===== src/rtl/jtag_tap_param_pkg.sv =====
// Shared TAP definitions: state codes, DR selection, opcode helpers.
// Imported by the TAP controller FSM and the TAP top.
package jtag_tap_param_pkg;

   typedef enum logic [3:0] {
      TLR   = 4'hF,
      RTI   = 4'hC,
      SELDR = 4'h7,
      CAPDR = 4'h6,
      SHDR  = 4'h2,
      EX1DR = 4'h1,
      PDR   = 4'h3,
      EX2DR = 4'h0,
      UPDR  = 4'h5,
      SELIR = 4'h4,
      CAPIR = 4'hE,
      SHIR  = 4'hA,
      EX1IR = 4'h9,
      PIR   = 4'hB,
      EX2IR = 4'h8,
      UPIR  = 4'hD
   } tap_state_e;

   typedef enum logic [1:0] {
      DR_BYPASS,
      DR_IDCODE,
      DR_USERCODE,
      DR_BSR
   } dr_sel_e;

   localparam int OP_SAMPLE   = 1;
   localparam int OP_EXTEST   = 2;
   localparam int OP_INTEST   = 3;
   localparam int OP_IDCODE   = 7;
   localparam int OP_USERCODE = 8;

   // BYPASS is the all-ones opcode for any IR width
   function automatic int bypass_op(input int w);
      return (1 << w) - 1;
   endfunction

   function automatic logic idcode_ok(input logic [31:0] v);
      return v[0];
   endfunction

endpackage


===== src/rtl/jtag_tap_param_if.sv =====
// TAP pin and core-side bundle; TCK/TRST stay plain ports.
// master drives pins/capture inputs, slave is the TAP itself.
interface jtag_tap_param_if #(
   parameter int IR_WIDTH = 4,
   parameter int BSR_LEN  = 10
);
   logic                TMS;
   logic                TDI;
   logic                TDO;
   logic                TDO_EN;
   logic [3:0]          state;
   logic [IR_WIDTH-1:0] ir_latched;
   logic                sel_idcode;
   logic                sel_bypass;
   logic                sel_sample;
   logic                sel_extest;
   logic                sel_intest;
   logic                sel_usercode;
   logic [BSR_LEN-1:0]  bsr_pin_in;
   logic [BSR_LEN-1:0]  bsr_update;

   modport master (
      output TMS, TDI, bsr_pin_in,
      input  TDO, TDO_EN, state, ir_latched,
      input  sel_idcode, sel_bypass, sel_sample,
      input  sel_extest, sel_intest, sel_usercode,
      input  bsr_update
   );

   modport slave (
      input  TMS, TDI, bsr_pin_in,
      output TDO, TDO_EN, state, ir_latched,
      output sel_idcode, sel_bypass, sel_sample,
      output sel_extest, sel_intest, sel_usercode,
      output bsr_update
   );

endinterface


===== src/rtl/jtag_tap_param_tap_fsm.sv =====
// 16-state 1149.1 TAP controller with per-state action strobes.
// Strobes reflect the current state, i.e. the action of the next TCK edge.
module tap_fsm
   import jtag_tap_param_pkg::*;
(
   input  logic       TCK,
   input  logic       TRST,
   input  logic       TMS,
   output tap_state_e state,
   output logic       tlr,
   output logic       cap_dr,
   output logic       sh_dr,
   output logic       upd_dr,
   output logic       cap_ir,
   output logic       sh_ir,
   output logic       upd_ir
);

   tap_state_e state_q;
   tap_state_e state_d;

   always_ff @(posedge TCK or posedge TRST) begin
      if (TRST) state_q <= TLR;
      else      state_q <= state_d;
   end

   always_comb begin
      state_d = state_q;
      unique case (state_q)
         TLR:   state_d = TMS ? TLR   : RTI;
         RTI:   state_d = TMS ? SELDR : RTI;
         SELDR: state_d = TMS ? SELIR : CAPDR;
         CAPDR: state_d = TMS ? EX1DR : SHDR;
         SHDR:  state_d = TMS ? EX1DR : SHDR;
         EX1DR: state_d = TMS ? UPDR  : PDR;
         PDR:   state_d = TMS ? EX2DR : PDR;
         EX2DR: state_d = TMS ? UPDR  : SHDR;
         UPDR:  state_d = TMS ? SELDR : RTI;
         SELIR: state_d = TMS ? TLR   : CAPIR;
         CAPIR: state_d = TMS ? EX1IR : SHIR;
         SHIR:  state_d = TMS ? EX1IR : SHIR;
         EX1IR: state_d = TMS ? UPIR  : PIR;
         PIR:   state_d = TMS ? EX2IR : PIR;
         EX2IR: state_d = TMS ? UPIR  : SHIR;
         UPIR:  state_d = TMS ? SELDR : RTI;
      endcase
   end

   assign state  = state_q;
   assign tlr    = (state_q == TLR);
   assign cap_dr = (state_q == CAPDR);
   assign sh_dr  = (state_q == SHDR);
   assign upd_dr = (state_q == UPDR);
   assign cap_ir = (state_q == CAPIR);
   assign sh_ir  = (state_q == SHIR);
   assign upd_ir = (state_q == UPIR);

endmodule


===== src/rtl/jtag_tap_param.sv =====
// Parametrised TAP top: IR, instruction decode, DR chains,
// BSR update latch and registered TDO.
module jtag_tap_param
   import jtag_tap_param_pkg::*;
#(
   parameter int          IR_WIDTH     = 4,
   parameter int          BSR_LEN      = 10,
   parameter logic [31:0] IDCODE_VAL   = 32'h1234_5679,
   parameter logic [31:0] USERCODE_VAL = 32'h0000_00A5
) (
   input logic             TCK,
   input logic             TRST,
   jtag_tap_param_if.slave jtag
);

   typedef logic [IR_WIDTH-1:0] ir_t;

   localparam ir_t OP_SAM = ir_t'(OP_SAMPLE);
   localparam ir_t OP_EXT = ir_t'(OP_EXTEST);
   localparam ir_t OP_INT = ir_t'(OP_INTEST);
   localparam ir_t OP_ID  = ir_t'(OP_IDCODE);
   localparam ir_t OP_UC  = ir_t'(OP_USERCODE);
   localparam ir_t OP_BYP = ir_t'(bypass_op(IR_WIDTH));
   localparam ir_t IR_CAP = ir_t'(1);

   if (!idcode_ok(IDCODE_VAL)) begin : g_bad_idcode
      $error("IDCODE_VAL bit 0 must be 1");
   end

   tap_state_e state;
   logic       tlr;
   logic       cap_dr;
   logic       sh_dr;
   logic       upd_dr;
   logic       cap_ir;
   logic       sh_ir;
   logic       upd_ir;

   tap_fsm u_fsm (
      .TCK    (TCK),
      .TRST   (TRST),
      .TMS    (jtag.TMS),
      .state  (state),
      .tlr    (tlr),
      .cap_dr (cap_dr),
      .sh_dr  (sh_dr),
      .upd_dr (upd_dr),
      .cap_ir (cap_ir),
      .sh_ir  (sh_ir),
      .upd_ir (upd_ir)
   );

   ir_t                ir_shift_q, ir_shift_d;
   ir_t                ir_latched_q, ir_latched_d;
   logic [31:0]        id_sr_q, id_sr_d;
   logic [31:0]        uc_sr_q, uc_sr_d;
   logic               byp_q, byp_d;
   logic [BSR_LEN-1:0] bsr_sr_q, bsr_sr_d;
   logic [BSR_LEN-1:0] bsr_upd_q, bsr_upd_d;
   logic               tdo_q, tdo_d;
   logic               tdo_en_q, tdo_en_d;

   dr_sel_e dr_sel;
   logic    sel_id, sel_byp, sel_sam;
   logic    sel_ext, sel_int, sel_uc;

   // Unlisted opcodes fall into BYPASS alongside the all-ones code
   always_comb begin
      dr_sel  = DR_BYPASS;
      sel_id  = 1'b0;
      sel_byp = 1'b0;
      sel_sam = 1'b0;
      sel_ext = 1'b0;
      sel_int = 1'b0;
      sel_uc  = 1'b0;
      unique case (1'b1)
         (ir_latched_q == OP_ID): begin
            sel_id = 1'b1;
            dr_sel = DR_IDCODE;
         end
         (ir_latched_q == OP_UC): begin
            sel_uc = 1'b1;
            dr_sel = DR_USERCODE;
         end
         (ir_latched_q == OP_SAM): begin
            sel_sam = 1'b1;
            dr_sel  = DR_BSR;
         end
         (ir_latched_q == OP_EXT): begin
            sel_ext = 1'b1;
            dr_sel  = DR_BSR;
         end
         (ir_latched_q == OP_INT): begin
            sel_int = 1'b1;
            dr_sel  = DR_BSR;
         end
         (ir_latched_q == OP_BYP): sel_byp = 1'b1;
         default:                  sel_byp = 1'b1;
      endcase
   end

   always_comb begin
      ir_shift_d   = ir_shift_q;
      ir_latched_d = ir_latched_q;
      id_sr_d      = id_sr_q;
      uc_sr_d      = uc_sr_q;
      byp_d        = byp_q;
      bsr_sr_d     = bsr_sr_q;
      bsr_upd_d    = bsr_upd_q;
      tdo_d        = tdo_q;
      tdo_en_d     = sh_dr | sh_ir;

      if (tlr) begin
         ir_latched_d = OP_ID;
         bsr_upd_d    = '0;
      end

      if (cap_ir) ir_shift_d = IR_CAP;
      if (sh_ir) begin
         tdo_d      = ir_shift_q[0];
         ir_shift_d = {jtag.TDI, ir_shift_q[IR_WIDTH-1:1]};
      end
      if (upd_ir) ir_latched_d = ir_shift_q;

      if (cap_dr) begin
         unique case (dr_sel)
            DR_IDCODE:   id_sr_d  = IDCODE_VAL;
            DR_USERCODE: uc_sr_d  = USERCODE_VAL;
            DR_BSR:      bsr_sr_d = jtag.bsr_pin_in;
            default:     byp_d    = 1'b0;
         endcase
      end

      // TDO takes the pre-shift LSB, giving a one-TCK lag per bit
      if (sh_dr) begin
         unique case (dr_sel)
            DR_IDCODE: begin
               tdo_d   = id_sr_q[0];
               id_sr_d = {jtag.TDI, id_sr_q[31:1]};
            end
            DR_USERCODE: begin
               tdo_d   = uc_sr_q[0];
               uc_sr_d = {jtag.TDI, uc_sr_q[31:1]};
            end
            DR_BSR: begin
               tdo_d    = bsr_sr_q[0];
               bsr_sr_d = {jtag.TDI, bsr_sr_q[BSR_LEN-1:1]};
            end
            default: begin
               tdo_d = byp_q;
               byp_d = jtag.TDI;
            end
         endcase
      end

      if (upd_dr && dr_sel == DR_BSR) bsr_upd_d = bsr_sr_q;
   end

   always_ff @(posedge TCK or posedge TRST) begin
      if (TRST) begin
         ir_shift_q   <= '0;
         ir_latched_q <= OP_ID;
         id_sr_q      <= '0;
         uc_sr_q      <= '0;
         byp_q        <= 1'b0;
         bsr_sr_q     <= '0;
         bsr_upd_q    <= '0;
         tdo_q        <= 1'b0;
         tdo_en_q     <= 1'b0;
      end else begin
         ir_shift_q   <= ir_shift_d;
         ir_latched_q <= ir_latched_d;
         id_sr_q      <= id_sr_d;
         uc_sr_q      <= uc_sr_d;
         byp_q        <= byp_d;
         bsr_sr_q     <= bsr_sr_d;
         bsr_upd_q    <= bsr_upd_d;
         tdo_q        <= tdo_d;
         tdo_en_q     <= tdo_en_d;
      end
   end

   assign jtag.TDO          = tdo_q;
   assign jtag.TDO_EN       = tdo_en_q;
   assign jtag.state        = state;
   assign jtag.ir_latched   = ir_latched_q;
   assign jtag.sel_idcode   = sel_id;
   assign jtag.sel_bypass   = sel_byp;
   assign jtag.sel_sample   = sel_sam;
   assign jtag.sel_extest   = sel_ext;
   assign jtag.sel_intest   = sel_int;
   assign jtag.sel_usercode = sel_uc;
   assign jtag.bsr_update   = bsr_upd_q;

endmodule


===== src/flat_wrapper.sv =====
// flat-port wrapper written by rule: the top's interface ports become plain ports
module jtag_tap_param_flat import jtag_tap_param_pkg::*;
#(
   parameter int          IR_WIDTH     = 4,
   parameter int          BSR_LEN      = 10,
   parameter logic [31:0] IDCODE_VAL   = 32'h1234_5679,
   parameter logic [31:0] USERCODE_VAL = 32'h0000_00A5
)
  (TCK, TRST, jtag_TMS, jtag_TDI, jtag_bsr_pin_in, jtag_TDO, jtag_TDO_EN, jtag_state, jtag_ir_latched, jtag_sel_idcode, jtag_sel_bypass, jtag_sel_sample, jtag_sel_extest, jtag_sel_intest, jtag_sel_usercode, jtag_bsr_update);
  jtag_tap_param_if #(.IR_WIDTH(IR_WIDTH), .BSR_LEN(BSR_LEN)) jtag_i ();
  input logic TCK;
  input logic TRST;
  input wire logic [$bits(jtag_i.TMS)-1:0] jtag_TMS;
  input wire logic [$bits(jtag_i.TDI)-1:0] jtag_TDI;
  input wire logic [$bits(jtag_i.bsr_pin_in)-1:0] jtag_bsr_pin_in;
  output wire logic [$bits(jtag_i.TDO)-1:0] jtag_TDO;
  output wire logic [$bits(jtag_i.TDO_EN)-1:0] jtag_TDO_EN;
  output wire logic [$bits(jtag_i.state)-1:0] jtag_state;
  output wire logic [$bits(jtag_i.ir_latched)-1:0] jtag_ir_latched;
  output wire logic [$bits(jtag_i.sel_idcode)-1:0] jtag_sel_idcode;
  output wire logic [$bits(jtag_i.sel_bypass)-1:0] jtag_sel_bypass;
  output wire logic [$bits(jtag_i.sel_sample)-1:0] jtag_sel_sample;
  output wire logic [$bits(jtag_i.sel_extest)-1:0] jtag_sel_extest;
  output wire logic [$bits(jtag_i.sel_intest)-1:0] jtag_sel_intest;
  output wire logic [$bits(jtag_i.sel_usercode)-1:0] jtag_sel_usercode;
  output wire logic [$bits(jtag_i.bsr_update)-1:0] jtag_bsr_update;
  assign jtag_i.TMS = jtag_TMS;
  assign jtag_i.TDI = jtag_TDI;
  assign jtag_i.bsr_pin_in = jtag_bsr_pin_in;
  assign jtag_TDO = jtag_i.TDO;
  assign jtag_TDO_EN = jtag_i.TDO_EN;
  assign jtag_state = jtag_i.state;
  assign jtag_ir_latched = jtag_i.ir_latched;
  assign jtag_sel_idcode = jtag_i.sel_idcode;
  assign jtag_sel_bypass = jtag_i.sel_bypass;
  assign jtag_sel_sample = jtag_i.sel_sample;
  assign jtag_sel_extest = jtag_i.sel_extest;
  assign jtag_sel_intest = jtag_i.sel_intest;
  assign jtag_sel_usercode = jtag_i.sel_usercode;
  assign jtag_bsr_update = jtag_i.bsr_update;
  jtag_tap_param #(.IR_WIDTH(IR_WIDTH), .BSR_LEN(BSR_LEN), .IDCODE_VAL(IDCODE_VAL), .USERCODE_VAL(USERCODE_VAL)) u_core (.TCK(TCK), .TRST(TRST), .jtag(jtag_i));
endmodule

===== config.mk =====
export PLATFORM = sky130hd
export DESIGN_NAME = jtag_tap_param_flat
export DESIGN_NICKNAME = d
export VERILOG_FILES = /design/src/rtl/jtag_tap_param_pkg.sv /design/src/rtl/jtag_tap_param_if.sv /design/src/rtl/jtag_tap_param_tap_fsm.sv /design/src/rtl/jtag_tap_param.sv /design/src/flat_wrapper.sv
export SDC_FILE = /design/constraint.sdc
export NUM_CORES = 1
export LEC_CHECK = 0
export ABC_AREA = 0
export CAP_MARGIN = 40
export CORE_ASPECT_RATIO = 2
export CORE_UTILIZATION = 55
export CTS_CLUSTER_SIZE = 20
export DETAILED_ROUTE_END_ITERATION = 10
export GPL_TIMING_DRIVEN = 0
export HOLD_SLACK_MARGIN = 0.1
export MAX_ROUTING_LAYER = met4
export PLACE_DENSITY = 0.8
export SETUP_SLACK_MARGIN = 0.1
export SLEW_MARGIN = 40
export SYNTH_ARGS = -nofsm -noshare
export SYNTH_HDL_FRONTEND = slang
export SYNTH_SLANG_ARGS = --single-unit

===== constraint.sdc =====
create_clock -name TCK -period 3.55 [get_ports TCK]
set_input_delay 0.71 -clock TCK [delete_from_list [all_inputs] [get_ports TCK]]
set_output_delay 0.71 -clock TCK [all_outputs]
set_load 0.1 [all_outputs]

==> run metrics, run 1 <==
status=finished, final reports clean; die outline area=about 8100 um2; Final Skew=about 8.7 ps; fillcell total=about 600; # setup viols final=0; vias after detailed routing=3,201; Ys Warns=0; core box area=approximately 7500 um2; FF/Latch Area=approximately 2500 um2; Syn Std Cell Area=around 4300 um2; Via density=between 5 and 6; antenna cells=0; minimum clock period=2776 ps; RePlAce Congestion=0.8324; worst path required time=2840 ps; port buffer count=39; Psw=approximately 2.1 mW; Pwr Total=~4.7 mW; Die Width=between 60 and 70 um; Mapped Cells=roughly 440; async set-reset flop share out of synthesis=between 90% and 100%; Top FF cell, synth=dfrtp_1; CTS Hold Bufs=0; Die H=between 100 and 150 um; Place WS=around 1100 ps; H-tree lvl count=3; Post-DP HPWL=around 6400 um; global-route wire length before repair=roughly 15,000 um; Final Slew Violations=0; largest net degree at the start of global routing=between 60 and 70; R2R Setup Slk=around 1600 ps; Mean Syn Cell Area=9.783 um2; CTS Sinks=99; critical path arrival=about 2100 ps; CP Capture Type=output port; layout cells sized above 1=14.84%; CTS max path bufs=2; antenna-violating nets left=0; commonest non-fill, non-tap cell in the layout=nand2_1; DR WL/cell=~15 um; Worst-Skew Late Latency=approximately 350 ps; Worst-Margin Slew=between 500 and 600 ps; CTS buffer count=9; RSZ-0062 raised after global routing=no; Switching Share=between 40% and 50%; Synth-to-Final Area Change=18.42%; FF+latch count, synth=just under 100; worst vdd ir=about 0.48 mV; # IOs=40; DR pass1 iterations=4; drt initial violations=279; max cap viols=0; Root Driver=clkbuf_16; Tcrit/Tclk final=between 70% and 80%; Hold Fails Final Rpt=0; most frequent cells in the layout=nand2_1 (123), dfrtp_1 (92), o21ai_0 (69); row cnt=45; CP startpoint kind=flip-flop; sequential share of power=35.7%; multi-input logic area=between 1500 and 2000 um2; slew margin rel.=approximately two thirds; Crit Path Class=flip-flop to output port; Combinational Power Share=40.5%; Total Routing Usage GR=25.10%; initial antenna violation count=0; fmax=approximately 0.36 GHz; Final nets=501; leakage power=2.428 nW; CTS tree=yes; wirelength, routed=around 9100 um; final setup margin=between 700 and 800 ps; setup bufs post-CTS=0; P per Cell Area=slightly above 900 nW/um2; drt drc=0; CP Max Fanout=6; EDFF count, synth=0; Yosys cell types=32; CTS resizes=0; FF-to-FF path depth=7; Reg clk slew, reported paths=60 ps; internal power=2.650 mW; grt ovf=0; Setup TNS Final=0 ps; syn nets=between 400 and 500; Clock power frac=23.9%; Initial Util=56.53%; share of the yosys chip area belonging to registers=58.29%; WHS Path Cells=2; vias in the first global route=3,319; hold crit path type=flip-flop to flip-flop
## final timing paths
| kind | from | to |
|---|---|---|
| setup reg to reg | u_core.u_fsm.state[0]$_DFF_PP1_ | u_core.uc_sr_q[12]$_DFF_PP0_ |
| hold reg to reg | u_core.id_sr_q[6]$_DFF_PP0_ | u_core.id_sr_q[6]$_DFF_PP0_ |
| min in group asynchronous | TRST | u_core.jtag.bsr_update[7]$_DFFE_PP0P_ |
| max in group asynchronous | TRST | u_core.jtag.ir_latched[2]$_DFFE_PP1P_ |
| hold / removal | u_core.id_sr_q[6]$_DFF_PP0_ | u_core.id_sr_q[6]$_DFF_PP0_ |
| setup / recovery | u_core.jtag.ir_latched[2]$_DFFE_PP1P_ | jtag_sel_bypass |
## sequential cells by signal, indices dropped and copies added, names as in the netlist, 4 cells and up
register	flops
u_core.id_sr_q	32
u_core.uc_sr_q	32
u_core.bsr_sr_q	10
u_core.jtag.bsr_update	10
u_core.ir_shift_q	4
u_core.jtag.ir_latched	4
u_core.u_fsm.state	4
## power by group through the flow
stage	Combinational [mW]	Clock, mW	Sequential [mW]
2_1_floorplan	0.904	0	2.32
3_3_place_gp	1.98	0	1.69
3_5_place_dp	1.91	0	1.70
4_1_cts	1.92	1.14	1.68
5_1_grt	2.05	1.17	1.72
6_report	1.91	1.13	1.69
## routing by layer
metal | up-vias | share of wire [%] | GRT usage, %
li1 | 1550 | - | -
met1 | 1579 | 40 | 26.77
met2 | 55 | 54 | 43.96
met3 | 17 | 3.0 | 4.317
met4 | 0 | 2.5 | 11.90
met5 | - | 0 | -
## worst max-delay path, cell delays in order (launching register included)
cell     delay (ps)
dfstp_2         600
inv_1           120
maj3_2          330
a21oi_2         210
buf_2           470
## logic make-up (layout without fill, tap and decap cells)
| logic type | count (synthesis) | count (layout) | synth area share, % |
|---|---|---|---|
| muxes | 13 | 13 | 3.109 |
| and+or+nand+nor | 203 | 203 | 22.94 |
| AOI/OAI and AO/OA | 88 | 88 | 12.03 |
| DFF | 99 | 99 | 58.29 |
| buffers and inverters | 32 | 88 | 3.373 |
| adders and majority gates | 1 | 1 | 0.2640 |
## cells in the mapped netlist (2+ instances only)
master    number  share of area (%)
nand2_1      123                 11
dfrtp_1       92                 54
o21ai_0       69                8.1
nand2b_1      35                5.1
clkbuf_1      18                1.6
nand3b_1      18                3.2
a22o_1        12                2.5
mux2i_1       11                2.6
nor2_1        10               0.88
buf_2          7               0.82
dfstp_2        7                4.3
a21oi_1        4               0.47
inv_1          3               0.26
nor2b_1        3               0.44
nor3_1         3               0.35
buf_4          2               0.35
nand3_1        2               0.23
nor2_2         2               0.29
nor4b_1        2               0.41
## stage by stage
stage	utilization [%]	hold slack, ps	instances	instance area, um2
after floorplan	-	433.4	436	4288
after global placement	63.57	448.8	569	4796
after detailed placement	62.31	450.9	570	4701
after CTS	66.95	465.5	586	5051
after global routing	66.95	495.3	586	5051
final	66.95	462.7	586	5051
## final cells by class
| class | instances | area share (%) |
|---|---|---|
| inverters | 3 | 0.3716 |
| plain buffers | 29 | 2.626 |
| repair buffers | 40 | 5.697 |
| well taps | 94 | 2.328 |
| clock inverters | 6 | 2.205 |
| multi-input cells | 305 | 32.82 |
| clock buffers | 10 | 4.731 |
| flip-flops and latches | 99 | 49.22 |
Power figures use the tool's default switching activity.
==> run 2: changes to the inputs <==
- clock period: 3.55 -> 2.9 ns (I/O delays scaled with it)
==> run metrics, run 2 (same netlist as run 1, synthesis figures left out) <==
Final nets=504 (+0.60%); critical path arrival=2080 ps (about the same); DR WL/cell=14.99 um (-3.0%); CTS resizes=0 (unchanged); Placed Area=4773 um2 (+1.5%); CTS max path bufs=2 (unchanged); Post-Layout Cell Count=589 (+0.51%); Die H=126.5 um (unchanged); worst vdd ir=0.5534 mV (+14%); Total Routing Usage GR=25.57% (+0.47 points); Initial Util=56.53% (unchanged); cell area after layout=5091 um2 (+0.79%); slew margin rel.=65.79% (-0.60 points); Slowest-stage cell, CP=dfstp_2; HP Start=u_core.id_sr_q[1]$_DFF_PP0_; CTS Hold Bufs=0 (unchanged); vias after detailed routing=3,189 (-0.37%); CP Max Fanout=6 (unchanged); Inst Count DP=573 (+0.53%); minimum clock period=around 2700 ps; FF-to-FF path depth=7 (unchanged); Post-DP HPWL=6442 um (+1.4%); RePlAce Congestion=0.8432 (+1.3%); global-route wire length before repair=15,510 um (+3.0%); Die Width=64.27 um (unchanged); Via density=5.414 (-0.88%); worst path required time=2320 ps (-520 ps); grt ovf=0 (unchanged); Setup TNS Final=0 ps (unchanged); die outline area=8133 um2 (unchanged); top flop regs=u_core.id_sr_q: 32 flops, u_core.uc_sr_q: 32 flops; WHS Path Cells=2 (unchanged); RSZ-0062 raised after global routing=no; CP Capture Type=output port; commonest non-fill, non-tap cell in the layout=nand2_1; drt drc=0 (unchanged); DR pass1 iterations=4 (unchanged); crit-path leading delay family=flip-flops; crit path cell chain=inv_1 > maj3_2 > a21oi_4 > buf_2; largest stage delay on the critical path=600 ps (about the same); Worst R2R Start=u_core.u_fsm.state[0]$_DFF_PP1_; max cap viols=0 (unchanged); hold crit path type=flip-flop to flip-flop; leakage power=2.445 nW (+0.69%); initial antenna violation count=0 (unchanged); Final Slew Violations=0 (unchanged); vias in the first global route=3,415 (+2.9%); largest net degree at the start of global routing=26 (-59%); # IOs=40 (unchanged); GRT Max-Usage Layer=met2; row cnt=45 (unchanged); H-tree lvl count=3 (unchanged); setup bufs post-CTS=0 (unchanged); antenna cells=0 (unchanged); met3 usage=3.867% (-0.45 points); WHS Endpoint=u_core.id_sr_q[1]$_DFF_PP0_; RR Endpoint=u_core.uc_sr_q[25]$_DFF_PP0_; Root Driver=clkbuf_16; CTS tree=yes; Worst-Skew Late Latency=350 ps (about the same); layout cells sized above 1=15.56% (+0.72 points); Worst-Margin Slew=516.7 ps (+8.987 ps); drt initial violations=206 (-26%); Synth-to-Final Area Change=19.36%; core box area=7545 um2 (unchanged); Tcrit/Tclk final=between 90 and 100%; P per Cell Area=1114 nW/um2 (+19%); # setup viols final=0 (unchanged); Crit Path Class=flip-flop to output port; port buffer count=39 (unchanged); CP startpoint kind=flip-flop; met1 usage=28.43% (+1.7 points); Reg clk slew, reported paths=60 ps (about the same); most frequent cells in the layout=nand2_1 (123), dfrtp_1 (92), o21ai_0 (69); antenna-violating nets left=0 (unchanged); Layout Utilization=67.48% (+0.53 points); Final Skew=8.731 ps (+0.06162 ps); Buf+Inv Stages, Crit Path=2 (unchanged); CTS Sinks=99 (unchanged); CTS buffer count=9 (unchanged); status=finished, final reports clean; met2 Use GR=43.47% (-0.50 points); fmax=~0.38 GHz; wirelength, routed=8828 um (-2.5%); R2R Setup Slk=990 ps (-640 ps); Hold Fails Final Rpt=0 (unchanged)
-- run 2: power by group --
part           internal (mW)  switching (mW)  leakage, nW
combinational          0.613            1.74        0.979
sequential              1.78           0.287         1.31
clock                  0.753           0.499        0.159
-- run 2: layout make-up --
| type | instances | area (um2) |
|---|---|---|
| timing repair buffer | 43 | 355.3 |
| multi-input combinational | 305 | 1667 |
| clock inverter | 7 | 92.59 |
| tap | 94 | 117.6 |
| inverter | 3 | 15.01 |
| buffer | 29 | 132.6 |
| fill | 599 | 2454 |
| clock buffer | 9 | 225.2 |
| sequential | 99 | 2486 |
-- run 2: per-layer routing --
metal,share of wire [%],vias to the layer above,wire length (um)
met5,0,-,0
met2,54,41,4796
met3,2.5,15,219
li1,-,1553,-
met1,40,1580,3572
met4,2.7,0,240
-- run 2: worst max-delay path by stage --
stage                                                      from               to  slack (ps)  depth (start not counted)
final                     u_core.jtag.ir_latched[2]$_DFFE_PP1P_  jtag_sel_bypass         240                          4
after global routing      u_core.jtag.ir_latched[2]$_DFFE_PP1P_  jtag_sel_bypass         190                          4
after CTS                 u_core.jtag.ir_latched[2]$_DFFE_PP1P_  jtag_sel_bypass         230                          4
after detailed placement  u_core.jtag.ir_latched[2]$_DFFE_PP1P_  jtag_sel_bypass         600                          4
after global placement    u_core.jtag.ir_latched[2]$_DFFE_PP1P_  jtag_sel_bypass        -100                          4
after floorplan           u_core.jtag.ir_latched[3]$_DFFE_PP0P_  jtag_sel_extest        -480                          2
-- run 2: stage by stage --
stage / power [mW] / hold slack, ps / setup slack [ps]
after floorplan: 3.957 / 433.4 / -477.3
after global placement: 4.501 / 447.3 / -98.10
after detailed placement: 4.442 / 455.5 / 603.4
after CTS: 5.701 / 470.0 / 227.7
after global routing: 5.941 / 501.1 / 186.1
final: 5.670 / 470.2 / 237.7
-- run 2: worst reg2reg max path, stage by stage, from the launching register on --
cell,delay [ps]
dfstp_2,520
buf_2,210
nand2b_1,190
nor2_2,80
nand2_1,250
clkbuf_1,390
nand2_1,110
o21ai_0,90
==> run 3: changes to the inputs <==
- GPL_ROUTABILITY_DRIVEN: unset -> 0
==> results of run 3 <==
The final DEF is identical to that of run 2; final timing and power are the same.
